`src/rtl/ecc_secded_pipe.sv`:
```
`default_nettype none
// ============================================================================
// Module   : ecc_secded_pipe
// Brief    : Pipelined SEC-DED encoder/checker with valid/ready flow control.
//            Optional saturating error counters when ECC_ERR_COUNT_EN is defined.
// Revision : 1.0 - initial release
// ============================================================================
module ecc_secded_pipe #(
    parameter int DATA_WIDTH  = 32,
    parameter int PIPE_STAGES = 2,
    parameter int CNT_WIDTH   = 16,
    localparam int P = (DATA_WIDTH <= 11) ? 4 :
                       (DATA_WIDTH <= 26) ? 5 :
                       (DATA_WIDTH <= 57) ? 6 : 7,
    localparam int CHECK_WIDTH = P + 1
) (
    input  logic                   i_clk,
    input  logic                   i_rst,
    input  logic                   i_valid,
    output logic                   o_ready,
    input  logic                   i_mode,
    input  logic [DATA_WIDTH-1:0]  i_data,
    input  logic [CHECK_WIDTH-1:0] i_check,
    output logic                   o_valid,
    input  logic                   i_ready,
    output logic [DATA_WIDTH-1:0]  o_data,
    output logic [CHECK_WIDTH-1:0] o_check,
    output logic [CHECK_WIDTH-1:0] o_syndrome,
    output logic                   o_sbe,
`ifdef ECC_ERR_COUNT_EN
    input  logic                   i_cnt_clr,
    output logic [CNT_WIDTH-1:0]   o_sbe_count,
    output logic [CNT_WIDTH-1:0]   o_dbe_count,
`endif
    output logic                   o_dbe
);

    // Data bit k lives at the k-th non-power-of-two codeword position (from 3).
    function automatic logic [P-1:0] hamming(input logic [DATA_WIDTH-1:0] data);
        logic [P-1:0] c;
        int           pos;
        c   = '0;
        pos = 2;
        for (int k = 0; k < DATA_WIDTH; k++) begin
            pos = pos + 1;
            if ((pos & (pos - 1)) == 0) pos = pos + 1;
            for (int i = 0; i < P; i++)
                if (pos[i]) c[i] = c[i] ^ data[k];
        end
        return c;
    endfunction

    function automatic logic [DATA_WIDTH-1:0] flip_at(input logic [DATA_WIDTH-1:0] data,
                                                       input logic [P-1:0]          s);
        logic [DATA_WIDTH-1:0] r;
        int                    pos;
        r   = data;
        pos = 2;
        for (int k = 0; k < DATA_WIDTH; k++) begin
            pos = pos + 1;
            if ((pos & (pos - 1)) == 0) pos = pos + 1;
            if (pos == int'(s)) r[k] = ~r[k];
        end
        return r;
    endfunction

    logic [P-1:0]           w_calc;
    logic [CHECK_WIDTH-1:0] w_check_gen;
    logic [CHECK_WIDTH-1:0] w_syn_in;

    always_comb begin
        w_calc      = hamming(i_data);
        w_check_gen = {(^i_data) ^ (^w_calc), w_calc};
        w_syn_in    = '0;
        if (i_mode) w_syn_in = {(^i_data) ^ (^i_check), w_calc ^ i_check[P-1:0]};
    end

    logic                   w_s1_adv;
    logic                   w_s2_adv;
    logic                   w_c_valid;
    logic [DATA_WIDTH-1:0]  w_c_data;
    logic [CHECK_WIDTH-1:0] w_c_check;
    logic [CHECK_WIDTH-1:0] w_c_syn;

    generate
        if (PIPE_STAGES == 2) begin : g_two_stage
            logic                   r_s1_valid_q, w_s1_valid_d;
            logic [DATA_WIDTH-1:0]  r_s1_data_q,  w_s1_data_d;
            logic [CHECK_WIDTH-1:0] r_s1_check_q, w_s1_check_d;
            logic [CHECK_WIDTH-1:0] r_s1_syn_q,   w_s1_syn_d;

            assign w_s1_adv = !r_s1_valid_q || w_s2_adv;

            always_comb begin
                w_s1_valid_d = r_s1_valid_q;
                w_s1_data_d  = r_s1_data_q;
                w_s1_check_d = r_s1_check_q;
                w_s1_syn_d   = r_s1_syn_q;
                if (w_s1_adv) begin
                    w_s1_valid_d = i_valid;
                    if (i_valid) begin
                        w_s1_data_d  = i_data;
                        w_s1_check_d = w_check_gen;
                        w_s1_syn_d   = w_syn_in;
                    end
                end
            end

            always_ff @(posedge i_clk) begin
                if (i_rst) begin
                    r_s1_valid_q <= 1'b0;
                    r_s1_data_q  <= '0;
                    r_s1_check_q <= '0;
                    r_s1_syn_q   <= '0;
                end else begin
                    r_s1_valid_q <= w_s1_valid_d;
                    r_s1_data_q  <= w_s1_data_d;
                    r_s1_check_q <= w_s1_check_d;
                    r_s1_syn_q   <= w_s1_syn_d;
                end
            end

            assign w_c_valid = r_s1_valid_q;
            assign w_c_data  = r_s1_data_q;
            assign w_c_check = r_s1_check_q;
            assign w_c_syn   = r_s1_syn_q;
        end else begin : g_one_stage
            assign w_s1_adv  = w_s2_adv;
            assign w_c_valid = i_valid;
            assign w_c_data  = i_data;
            assign w_c_check = w_check_gen;
            assign w_c_syn   = w_syn_in;
        end
    endgenerate

    // A parity error with an in-range syndrome is always correctable; flip_at
    // leaves data untouched when the syndrome names a check or parity bit.
    logic [DATA_WIDTH-1:0] w_fix_data;
    logic                  w_fix_sbe;
    logic                  w_fix_dbe;

    always_comb begin
        w_fix_data = w_c_data;
        w_fix_sbe  = 1'b0;
        w_fix_dbe  = 1'b0;
        if (w_c_syn[P]) begin
            if (int'(w_c_syn[P-1:0]) > DATA_WIDTH + P) begin
                w_fix_dbe = 1'b1;
            end else begin
                w_fix_sbe  = 1'b1;
                w_fix_data = flip_at(w_c_data, w_c_syn[P-1:0]);
            end
        end else if (w_c_syn[P-1:0] != '0) begin
            w_fix_dbe = 1'b1;
        end
    end

    logic                   r_s2_valid_q, w_s2_valid_d;
    logic [DATA_WIDTH-1:0]  r_s2_data_q,  w_s2_data_d;
    logic [CHECK_WIDTH-1:0] r_s2_check_q, w_s2_check_d;
    logic [CHECK_WIDTH-1:0] r_s2_syn_q,   w_s2_syn_d;
    logic                   r_s2_sbe_q,   w_s2_sbe_d;
    logic                   r_s2_dbe_q,   w_s2_dbe_d;

    assign w_s2_adv = !r_s2_valid_q || i_ready;

    always_comb begin
        w_s2_valid_d = r_s2_valid_q;
        w_s2_data_d  = r_s2_data_q;
        w_s2_check_d = r_s2_check_q;
        w_s2_syn_d   = r_s2_syn_q;
        w_s2_sbe_d   = r_s2_sbe_q;
        w_s2_dbe_d   = r_s2_dbe_q;
        if (w_s2_adv) begin
            w_s2_valid_d = w_c_valid;
            if (w_c_valid) begin
                w_s2_data_d  = w_fix_data;
                w_s2_check_d = w_c_check;
                w_s2_syn_d   = w_c_syn;
                w_s2_sbe_d   = w_fix_sbe;
                w_s2_dbe_d   = w_fix_dbe;
            end
        end
    end

    always_ff @(posedge i_clk) begin
        if (i_rst) begin
            r_s2_valid_q <= 1'b0;
            r_s2_data_q  <= '0;
            r_s2_check_q <= '0;
            r_s2_syn_q   <= '0;
            r_s2_sbe_q   <= 1'b0;
            r_s2_dbe_q   <= 1'b0;
        end else begin
            r_s2_valid_q <= w_s2_valid_d;
            r_s2_data_q  <= w_s2_data_d;
            r_s2_check_q <= w_s2_check_d;
            r_s2_syn_q   <= w_s2_syn_d;
            r_s2_sbe_q   <= w_s2_sbe_d;
            r_s2_dbe_q   <= w_s2_dbe_d;
        end
    end

    assign o_ready    = w_s1_adv;
    assign o_valid    = r_s2_valid_q;
    assign o_data     = r_s2_data_q;
    assign o_check    = r_s2_check_q;
    assign o_syndrome = r_s2_syn_q;
    assign o_sbe      = r_s2_sbe_q;
    assign o_dbe      = r_s2_dbe_q;

`ifdef ECC_ERR_COUNT_EN
    logic                 w_out_hs;
    logic [CNT_WIDTH-1:0] r_sbe_cnt_q, w_sbe_cnt_d;
    logic [CNT_WIDTH-1:0] r_dbe_cnt_q, w_dbe_cnt_d;

    assign w_out_hs = r_s2_valid_q && i_ready;

    // Clear takes priority over a coincident increment.
    always_comb begin
        w_sbe_cnt_d = r_sbe_cnt_q;
        w_dbe_cnt_d = r_dbe_cnt_q;
        if (i_cnt_clr) begin
            w_sbe_cnt_d = '0;
            w_dbe_cnt_d = '0;
        end else if (w_out_hs) begin
            if (r_s2_sbe_q && (r_sbe_cnt_q != '1)) w_sbe_cnt_d = r_sbe_cnt_q + CNT_WIDTH'(1);
            if (r_s2_dbe_q && (r_dbe_cnt_q != '1)) w_dbe_cnt_d = r_dbe_cnt_q + CNT_WIDTH'(1);
        end
    end

    always_ff @(posedge i_clk) begin
        if (i_rst) begin
            r_sbe_cnt_q <= '0;
            r_dbe_cnt_q <= '0;
        end else begin
            r_sbe_cnt_q <= w_sbe_cnt_d;
            r_dbe_cnt_q <= w_dbe_cnt_d;
        end
    end

    assign o_sbe_count = r_sbe_cnt_q;
    assign o_dbe_count = r_dbe_cnt_q;
`else
    logic w_unused_cnt_width;
    assign w_unused_cnt_width = (CNT_WIDTH > 0);
`endif

endmodule
`default_nettype wire

```
`config.mk`:
```
export PLATFORM = sky130hd
export DESIGN_NAME = ecc_secded_pipe
export DESIGN_NICKNAME = d
export VERILOG_FILES = /design/src/rtl/ecc_secded_pipe.sv
export SDC_FILE = /design/constraint.sdc
export NUM_CORES = 1
export LEC_CHECK = 0
export ABC_CLOCK_PERIOD_IN_PS = 3540
export CORE_ASPECT_RATIO = 0.5
export CORE_UTILIZATION = 35
export CTS_CLUSTER_SIZE = 40
export DETAILED_ROUTE_END_ITERATION = 6
export PLACE_DENSITY = 0.54
export SETUP_SLACK_MARGIN = 0.02
export SYNTH_ARGS = -nofsm -noshare
export SYNTH_HDL_FRONTEND = slang
export SYNTH_SLANG_ARGS = --single-unit
```
`constraint.sdc`:
```
create_clock -name i_clk -period 3.54 [get_ports i_clk]
set_clock_uncertainty 0.1 [all_clocks]
set_input_delay 0.885 -clock i_clk [delete_from_list [all_inputs] [get_ports i_clk]]
set_output_delay 0.885 -clock i_clk [all_outputs]
set_load 0.02 [all_outputs]
```
Word-level counts from Yosys, hierarchy flattened. Index checks and enable logic that the tools add are counted.

Logic and storage cells: 454. Register bits: 96. Output and inout bits: 50. Bits of input ports: 44.

Add/subtract/negate cells: 90. Mux-type cells: 132. Reductions and logical operators: 40. $lt $le $gt $ge: 1. Equal/unequal tests: 32. Bitwise logic cells: 149.

Operators by type and width (number): two-way mux 32 bit (94); adder 32 x 2 -> 32 bit (second input constant) (60); equality test 32 x 7 -> 1 bit (31); AND 32 bit (30); logical NOT 32 bit (30); subtractor 32 x 2 -> 32 bit (second input constant) (30); bitwise XOR 1 bit (86); two-way mux 1 bit (37); NOT 1 bit (32); parity 32 bit (1); two-way mux 7 bit (1); parity 7 bit (1); equality test 3 x 6 -> 1 bit (first input constant) (1); greater-than comparator 6 bit (second input constant) (1); nonzero test 6 bit (1); parity 6 bit (1); bitwise XOR 6 bit (1); AND reduction 2 bit (2); logical NOT 1 bit (2); logical OR 1 bit (2).

Depth between registers and ports, before layout. Gate-level depths: netlist (run 1).

Word-level depth: 217. Gate-level depth with buffers: 7. Mapped depth without buffers: 6.

Least setup slack after synthesis (run 1). No wires, ideal clock.

Path type: input port to flip-flop. Start: input port i_data[0]. End: register g_two_stage.r_s1_syn_q[0]. Slack: 780 ps. Data required time: 3312 ps. Setup time: 128 ps. Stages on the path: 6. Path buffers: 0. Arrival: 2533 ps. Path through: xor3_4 -> xnor3_1 -> xnor3_1 -> xnor2_1 -> a22oi_1 -> nor2_1.

Cells in the longest elaborated chain, start to end: 19.

Ends and longest elaborated chain: from (decl) (line 22) `input logic [DATA_WIDTH-1:0] i_data,`; bitwise XOR 1 bit; bitwise XOR 1 bit (16 in a row) (line 48) `if (pos[i]) c[i] = c[i] ^ data[k];`; bitwise XOR 6 bit (line 75) `if (i_mode) w_syn_in = {(^i_data) ^ (^i_check), w_calc ^ i_check[P-1:0]};`; two-way mux 7 bit (line 75); to (signal assigned) (line 119) `r_s1_syn_q <= w_s1_syn_d;`; to (decl) (line 90) `logic [CHECK_WIDTH-1:0] r_s1_syn_q, w_s1_syn_d;`.

No other way between the ends. A chain may end at the register's enable or synchronous reset.

Worst setup path in the final report (run 1).
Start: input port i_ready. End: output port o_ready.

Cells in the longest elaborated chain, start to end: 2.

Ends and longest elaborated chain: from (decl) (line 25) `input logic i_ready,`; logical OR 1 bit (line 165) `assign w_s2_adv = !r_s2_valid_q || i_ready;`; logical OR 1 bit (line 92) `assign w_s1_adv = !r_s1_valid_q || w_s2_adv;`; to (decl) (line 20) `output logic o_ready,`.

No other way between the ends.

==> reports/results.ini, run 1 <==
[critical_path]
r2r_setup_slack_ps = 1120
slowest_delay_ps = 560
cp_max_fo = 5
crit_path_top_delay_cell = clkdlybuf4s50_1
crit_type = in -> out
critPathBufInv = 2
path_cells = clkdlybuf4s50_1 > nor2b_1 > nand2_1 > clkdlybuf4s50_1
cp-end-kind = primary output
critPathTopFamily = buffers and inverters
r2r_cells = 5
cp_common_cell = clkdlybuf4s50_1
rr_startpoint = g_two_stage.r_s1_syn_q[6]
arrival_ps = 2330
critPathRequiredTime_ps = 2550
reg2reg_to = o_data[9]
startpoint_type = input pin

[timing]
report.final.slew_viol_count = 0
holdWs_ps = 357.4
maxSlewHeadroom = 0.5459
finalHoldViolations = 0
period_needed_ps = 3315
timing.fmax_mhz = 301.7
setup_tns_ps = 0
setup_violations = 0
period_share = 0.9364
setup_slack_ps = 225.1
rsz0062_at_grt = no
tightest_slew_ps = 681.1

[global_routing]
grt_pass1_vias = 3583
grt_pass1_wl_um = 20670
grt_overflow = 0
grt_max_degree = 48
antenna_found_initial = 0
grt_usage = 0.1937

[synthesis]
avgSynthCellArea_um2 = 8.656
synth_commonest_cells = nand2_1 (115), dfxtp_1 (96), nor2_1 (55), a21oi_1 (51), xnor2_1 (44)
syn-num-nets = 592
yosysTopAreaCellShare = 0.4052
ys_async_sr_fraction = 0
synthCells = 548
yosys_warnings = 0
synthTopCellsByArea = dfxtp_1 (41%), xnor3_1 (9.5%), nand2_1 (9.1%), xnor2_1 (8.1%), a21oi_1 (5.4%)
ys_ff_latch = 96
synth_area_um2 = 4743
synth_edf_count = 0
yosysTopAreaCell = dfxtp_1
synth_ff_type = dfxtp_1
yosysMostFrequentCell = nand2_1
ys_types = 29
yosysSeqAreaShare = 0.4052

[routing]
routed_wl_um = 13230
first_pass_iters = 4
avgViaCountPerCell = 4.854
drtIter0Drc = 303
via_count = 3878
drc = 0
wl_per_cell_um = 16.55
antenna_left = 0

[cells_and_area]
drive_gt1_frac = 0.05246
finalNetCount = 668
fin_util = 0.4751
synthToLayoutAreaGrowth_pct = 29.75
design_area_um2 = 6155
stdcell_count = 799
n_antenna_cell = 0

[cts]
clkSlewWorstSetupHoldPaths_ps = 70
cts-root-buf = clkbuf_16
cts_made_buffers = 9
postCtsHoldBufs = 0
clk_latency_ps = 350
htreeDepth = 3
cts_tree = yes
post_cts_buffers = 0
cts_resized = 0
cts.path.max_buffers = 2
clkSinkCount = 96

[power_and_ir_drop]
ir_worst_vdd_mv = 0.2627
p_per_area_nw_per_um2 = 517.3
power_leakage_nw = 2.255
finalPower_mw = 3.184

[min_path]
min-delay-start = g_two_stage.r_s1_check_q[3]
holdCritPathClass = reg -> reg
min_to = o_check[3]
whs_path_depth = 2

[outcome]
status = complete, no violations

[placement]
post-place-ws_ps = 119.2
io_buffers = 93
post_dp_cell_area_um2 = 5879
dp.cells = 783
globalplace.congestion = 0.8610
place_hpwl_um = 9798

[floorplan]
io_pins = 94
core_area_um2 = 12950
chipWidth_um = 166.6
die_h_um = 84.32
rows = 29
start_util = 0.3662
dieArea_um2 = 14050

[flow_run]
cap_violations = 0

==> kinds of logic after synthesis <==
kind of cell	Yosys count	synth area share
and+or+nand+nor	214	0.1899
AOI/OAI and AO/OA	110	0.1440
DFF	96	0.4052
xor gates and xnor gates	88	0.2292
buffers and inverters	40	0.03165
==> metal layers <==
| metal | wire [µm] | part of all wire | up-vias | GRT usage |
|---|---|---|---|---|
| li1 | - | - | 1997 | - |
| met1 | 6939 | 0.52 | 1771 | 0.2927 |
| met2 | 5468 | 0.41 | 104 | 0.2811 |
| met3 | 752 | 0.057 | 6 | 0.04102 |
| met4 | 65 | 0.0049 | 0 | 0.03788 |
| met5 | 0 | 0 | - | 0 |
==> layout make-up <==
cell class / count / area, µm²
fillers: 1264 / 6799
multi-input cells: 412 / 2679
flip-flops and latches: 96 / 1922
repair buffers: 105 / 1066
clock buffers: 12 / 246.5
well taps: 170 / 212.7
clock inverters: 4 / 28.78
==> tightest hold or removal path, stage by stage (launching register included) <==
cell and delay (ps):
dfxtp_1 310, nand2_1 50, a21oi_1 50
==> power breakdown <==
part / switching [mW] / internal, mW / leakage [nW] / total (mW)
Sequential: 0.0881 / 1.17 / 0.788 / 1.26
Combinational: 0.461 / 0.527 / 1.34 / 0.989
Clock: 0.436 / 0.498 / 0.129 / 0.934
==> placed cells by master (no fill, tap or decap), types with 14 or more instances in the layout <==
cell type and n:
xnor2_1 44, a21oi_1 51, dfxtp_1 96, a211oi_1 25
nand2_1 115, xor2_1 21, nor2_1 55, xnor3_1 20
clkdlybuf4s50_1 92, o21ai_0 14
==> state kept, by name (all words and copies together), names as in the netlist <==
register,cells
o_data,32
g_two_stage.r_s1_syn_q,7
o_valid,1
o_dbe,1
g_two_stage.r_s1_check_q,7
o_check,7
o_sbe,1
g_two_stage.r_s1_valid_q,1
o_syndrome,7
g_two_stage.r_s1_data_q,32
==> worst max-delay path by stage <==
stage / from / endpoint / slack, ps / depth (start not counted)
6_report: i_ready / o_ready / 230 / 4
5_1_grt: i_ready / o_ready / 110 / 4
4_1_cts: i_ready / o_ready / 220 / 4
3_5_place_dp: i_data[0] / g_two_stage.r_s1_syn_q[0] / 120 / 7
3_3_place_gp: i_data[0] / g_two_stage.r_s1_syn_q[0] / 140 / 7
2_1_floorplan: i_data[0] / g_two_stage.r_s1_syn_q[0] / 780 / 6
Note: power is estimated with default switching activity, not from simulation.
==> run 2, diff against run 1 <==
--- a/config.mk
+++ b/config.mk
@@ -13,4 +13,5 @@
 export PLACE_DENSITY = 0.54
 export SETUP_SLACK_MARGIN = 0.02
+export SLEW_MARGIN = 40
 export SYNTH_ARGS = -nofsm -noshare
 export SYNTH_HDL_FRONTEND = slang
==> constraint.sdc (replaced) <==
create_clock -name i_clk -period 3.54 [get_ports i_clk]
set_clock_uncertainty 0.1 [all_clocks]
set_input_delay 0.708 -clock i_clk [delete_from_list [all_inputs] [get_ports i_clk]]
set_output_delay 0.708 -clock i_clk [all_outputs]
set_load 0.02 [all_outputs]
==> reports/results.ini, run 2 (synthesis results as in run 1) <==
[outcome]
status = complete, no violations

[power_and_ir_drop]
p_per_area_nw_per_um2 = 521.9
finalPower_mw = 3.216
power_leakage_nw = 2.260
ir_worst_vdd_mv = 0.2328

[routing]
routed_wl_um = 12900
avgViaCountPerCell = 4.887
via_count = 3900
antenna_left = 0
first_pass_iters = 4
wl_per_cell_um = 16.16
drc = 0
drtIter0Drc = 261

[critical_path]
critPathRequiredTime_ps = 2730
cp_max_fo = 5
startpoint_type = input pin
arrival_ps = 2160
crit_type = in -> out
cp-end-kind = primary output

[cts]
cts.path.max_buffers = 2
cts_tree = yes
postCtsHoldBufs = 0
cts_resized = 0
htreeDepth = 3
clkSlewWorstSetupHoldPaths_ps = 70
post_cts_buffers = 0
cts-root-buf = clkbuf_16
cts_made_buffers = 9
clkSinkCount = 96
clk_latency_ps = 340

[floorplan]
rows = 29
io_pins = 94
die_h_um = 84.32
chipWidth_um = 166.6
core_area_um2 = 12950
dieArea_um2 = 14050
start_util = 0.3662

[timing]
holdWs_ps = 357.8
tightest_slew_ps = 682.6
rsz0062_at_grt = no
timing.fmax_mhz = 336.4
setup_tns_ps = 0
period_needed_ps = 2973
report.final.slew_viol_count = 0
period_share = 0.8398
maxSlewHeadroom = 0.5449
setup_violations = 0
finalHoldViolations = 0

[global_routing]
grtUsageMet2 = 0.2754
grt_max_degree = 51
grt_usage = 0.1896
grt_overflow = 0
busiest_layer = met1
grt_pass1_vias = 3605
grt_use_met1 = 0.2870
antenna_found_initial = 0
met3_usage = 0.04008
grt_pass1_wl_um = 20400

[cells_and_area]
finalNetCount = 667
fillers = 1298
n_antenna_cell = 0
multiInputGateArea_um2 = 2679
register_area_um2 = 1922
synthToLayoutAreaGrowth_pct = 29.89
final_cell_mix = nand2_1 (115), dfxtp_1 (96), clkdlybuf4s50_1 (92)
final_common_cell = nand2_1
drive_gt1_frac = 0.05096
stdcell_count = 798

[placement]
globalplace.congestion = 0.8552
io_buffers = 93
place_hpwl_um = 9737
dp.cells = 782

[flow_run]
cap_violations = 0

[min_path]
holdCritPathClass = reg -> reg

-- run 2: cell count changes in the layout (fill, tap and decap cells not counted) --
cell        previous run  this run
buf_4                  8         7
bufinv_16              0         1
clkbuf_8               1         0
clkinv_2               1         2
clkinvlp_4             2         1
-- run 2: power breakdown --
part,total [mW],leakage [nW],internal [mW],switching [mW]
clock,0.972,0.140,0.549,0.423
sequential,1.26,0.788,1.17,0.0847
combinational,0.986,1.33,0.526,0.460
total,3.22,2.26,2.25,0.967
-- run 2: metal layers --
layer / wire (µm) / share of wire
met2: 5287 / 0.41
met1: 6843 / 0.53
met5: 0 / 0
met3: 726 / 0.056
met4: 38 / 0.0029
-- run 2: critical path, cell delays in order --
cell and delay, ps:
clkdlybuf4s50_1 390, nor2b_1 340, nand2_1 160, clkdlybuf4s50_1 560
-- run 2: final cells by class --
cell class              instances  share of cell area
clock buffers                  11             0.03777
clock inverters                 5            0.009139
multi-input cells             412              0.4348
flip-flops and latches         96              0.3119
well taps                     170             0.03452
repair buffers                104              0.1718
-- run 2: stage by stage --
step	setup slack, ps	area, µm²	utilization
after floorplan	956.6	4743	-
after global placement	322.6	5872	0.4533
after detailed placement	286.1	5872	0.4533
after CTS	536.1	6161	0.4756
after global routing	450.3	6161	0.4756
final	567.1	6161	0.4756
-- run 2: worst paths after layout --
kind,endpoint,start,cells after the start,slack (ps)
max,o_ready,i_ready,4,570
min,o_check[2],o_check[2],2,360
max reg2reg,o_data[10],g_two_stage.r_s1_syn_q[6],5,1120
min reg2reg,o_check[2],o_check[2],2,360
==> run 3, diff against run 2 <==
Settings changed: ABC_CLOCK_PERIOD_IN_PS 3540 to 3000.
Clock period 3.54 ns to 3 ns, I/O delays scaled along.
==> reports/results.ini, run 3 (synthesis results as in run 1) <==
[routing]
avgViaCountPerCell = 4.900
drtIter0Drc = 338
first_pass_iters = 5
antenna_left = 0
via_count = 4003
drc = 0
wl_per_cell_um = 15.80
routed_wl_um = 12910

[timing]
holdWs_ps = 340.6
period_needed_ps = 2723
timing.fmax_mhz = 367.2
maxSlewHeadroom = 0.5789
setup_tns_ps = 0
setup_violations = 0
period_share = 0.9078
setup_slack_ps = 276.6
rsz0062_at_grt = no
finalHoldViolations = 0
report.final.slew_viol_count = 0
tightest_slew_ps = 631.6

[floorplan]
start_util = 0.3662
core_area_um2 = 12950
die_h_um = 84.32
dieArea_um2 = 14050
rows = 29
chipWidth_um = 166.6
io_pins = 94

[critical_path]
rr_startpoint = g_two_stage.r_s1_syn_q[6]
cp-startpoint = i_data[0]
reg2reg_to = o_data[10]
startpoint_type = input pin
cp_max_fo = 2
r2r_setup_slack_ps = 680
r2r_cells = 5
arrival_ps = 2840
crit_path_end = g_two_stage.r_s1_syn_q[0]
crit_type = in -> reg
critPathRequiredTime_ps = 3120
cp-end-kind = flip-flop

[cts]
cts.path.max_buffers = 2
postCtsHoldBufs = 0
cts_resized = 0
clk_latency_ps = 350
cts_tree = yes
post_cts_buffers = 0
cts_made_buffers = 9
cts-root-buf = clkbuf_16
htreeDepth = 3
clkSlewWorstSetupHoldPaths_ps = 70
clkSinkCount = 96

[global_routing]
grt_pass1_vias = 3726
grt_overflow = 0
grt_usage = 0.1911
grt_max_degree = 47
antenna_found_initial = 0
grt_pass1_wl_um = 20530

[power_and_ir_drop]
p_per_area_nw_per_um2 = 603.8
ir_worst_vdd_mv = 0.3010
seqPwrFrac = 0.391
p_switching_mw = 1.162
power_leakage_nw = 2.347
power_frac_comb = 0.318
swShare = 0.3056
clkPwrFrac = 0.291
p_int_mw = 2.640

[cells_and_area]
fin_util = 0.4861
final_cell_mix = nand2_1 (115), dfxtp_1 (96), clkdlybuf4s50_1 (92)
stdcell_count = 817
final_common_cell = nand2_1
finalNetCount = 686
n_antenna_cell = 0
drive_gt1_frac = 0.08037
fillers = 1307
synthToLayoutAreaGrowth_pct = 32.76

[outcome]
status = complete, no violations

[placement]
dp.cells = 801
post-place-ws_ps = -107.7
place_hpwl_um = 9943
globalplace.congestion = 0.8476
io_buffers = 93

[flow_run]
cap_violations = 0

[min_path]
holdCritPathClass = reg -> reg

## run 3: changes by cell type in the layout (fill, tap and decap cells not counted)
cell and delta:
bufinv_16 -1, clkbuf_1 -1, clkbuf_8 +1, inv_8 +1
inv_6 -1, clkinv_2 -1, clkinv_4 +1, buf_4 +19
clkinvlp_4 +1
## run 3: cell type report
class	count	area, µm²	share of cell area
clock buffer	11	242.7	0.03855
clock inverter	5	40.04	0.006358
multi-input combinational	412	2679	0.4254
sequential	96	1922	0.3052
tap	170	212.7	0.03378
timing repair buffer	123	1201	0.1907
## run 3: worst min path at each step
stage	slack, ps	cells past startpoint	to	from
after floorplan	330	2	o_check[4]	g_two_stage.r_s1_check_q[4]
after global placement	350	2	g_two_stage.r_s1_check_q[4]	g_two_stage.r_s1_check_q[4]
after global routing	380	2	o_syndrome[1]	o_syndrome[1]
after CTS	350	2	o_check[3]	g_two_stage.r_s1_check_q[3]
final	340	2	o_check[3]	g_two_stage.r_s1_check_q[3]
after detailed placement	350	2	o_check[1]	o_check[1]
## run 3: critical path, cell delays in order
cell	delay, ps
clkdlybuf4s50_1	530
xor3_4	520
xnor3_1	420
xnor3_1	430
xnor2_1	140
a22oi_1	160
nor2_1	50
## run 3: through the flow
| stage | instance area, µm² | power, mW |
|---|---|---|
| 2_1_floorplan | 4743 | 2.326 |
| 3_3_place_gp | 6015 | 2.719 |
| 3_5_place_dp | 6015 | 2.730 |
| 4_1_cts | 6297 | 3.847 |
| 5_1_grt | 6297 | 4.015 |
| 6_report | 6297 | 3.802 |
## run 3: routing by layer
layer	part of all wire	track usage
met5	0	0
met4	0.0070	0.03535
met3	0.048	0.04526
met2	0.41	0.2762
met1	0.53	0.2874
## run 3: power by group through the flow
stage	Combinational, mW	Clock [mW]	Sequential (mW)
after global placement	1.21	0	1.51
after CTS	1.22	1.14	1.49
after detailed placement	1.22	0	1.51
after floorplan	0.807	0	1.52
after global routing	1.31	1.20	1.50
final	1.21	1.11	1.49
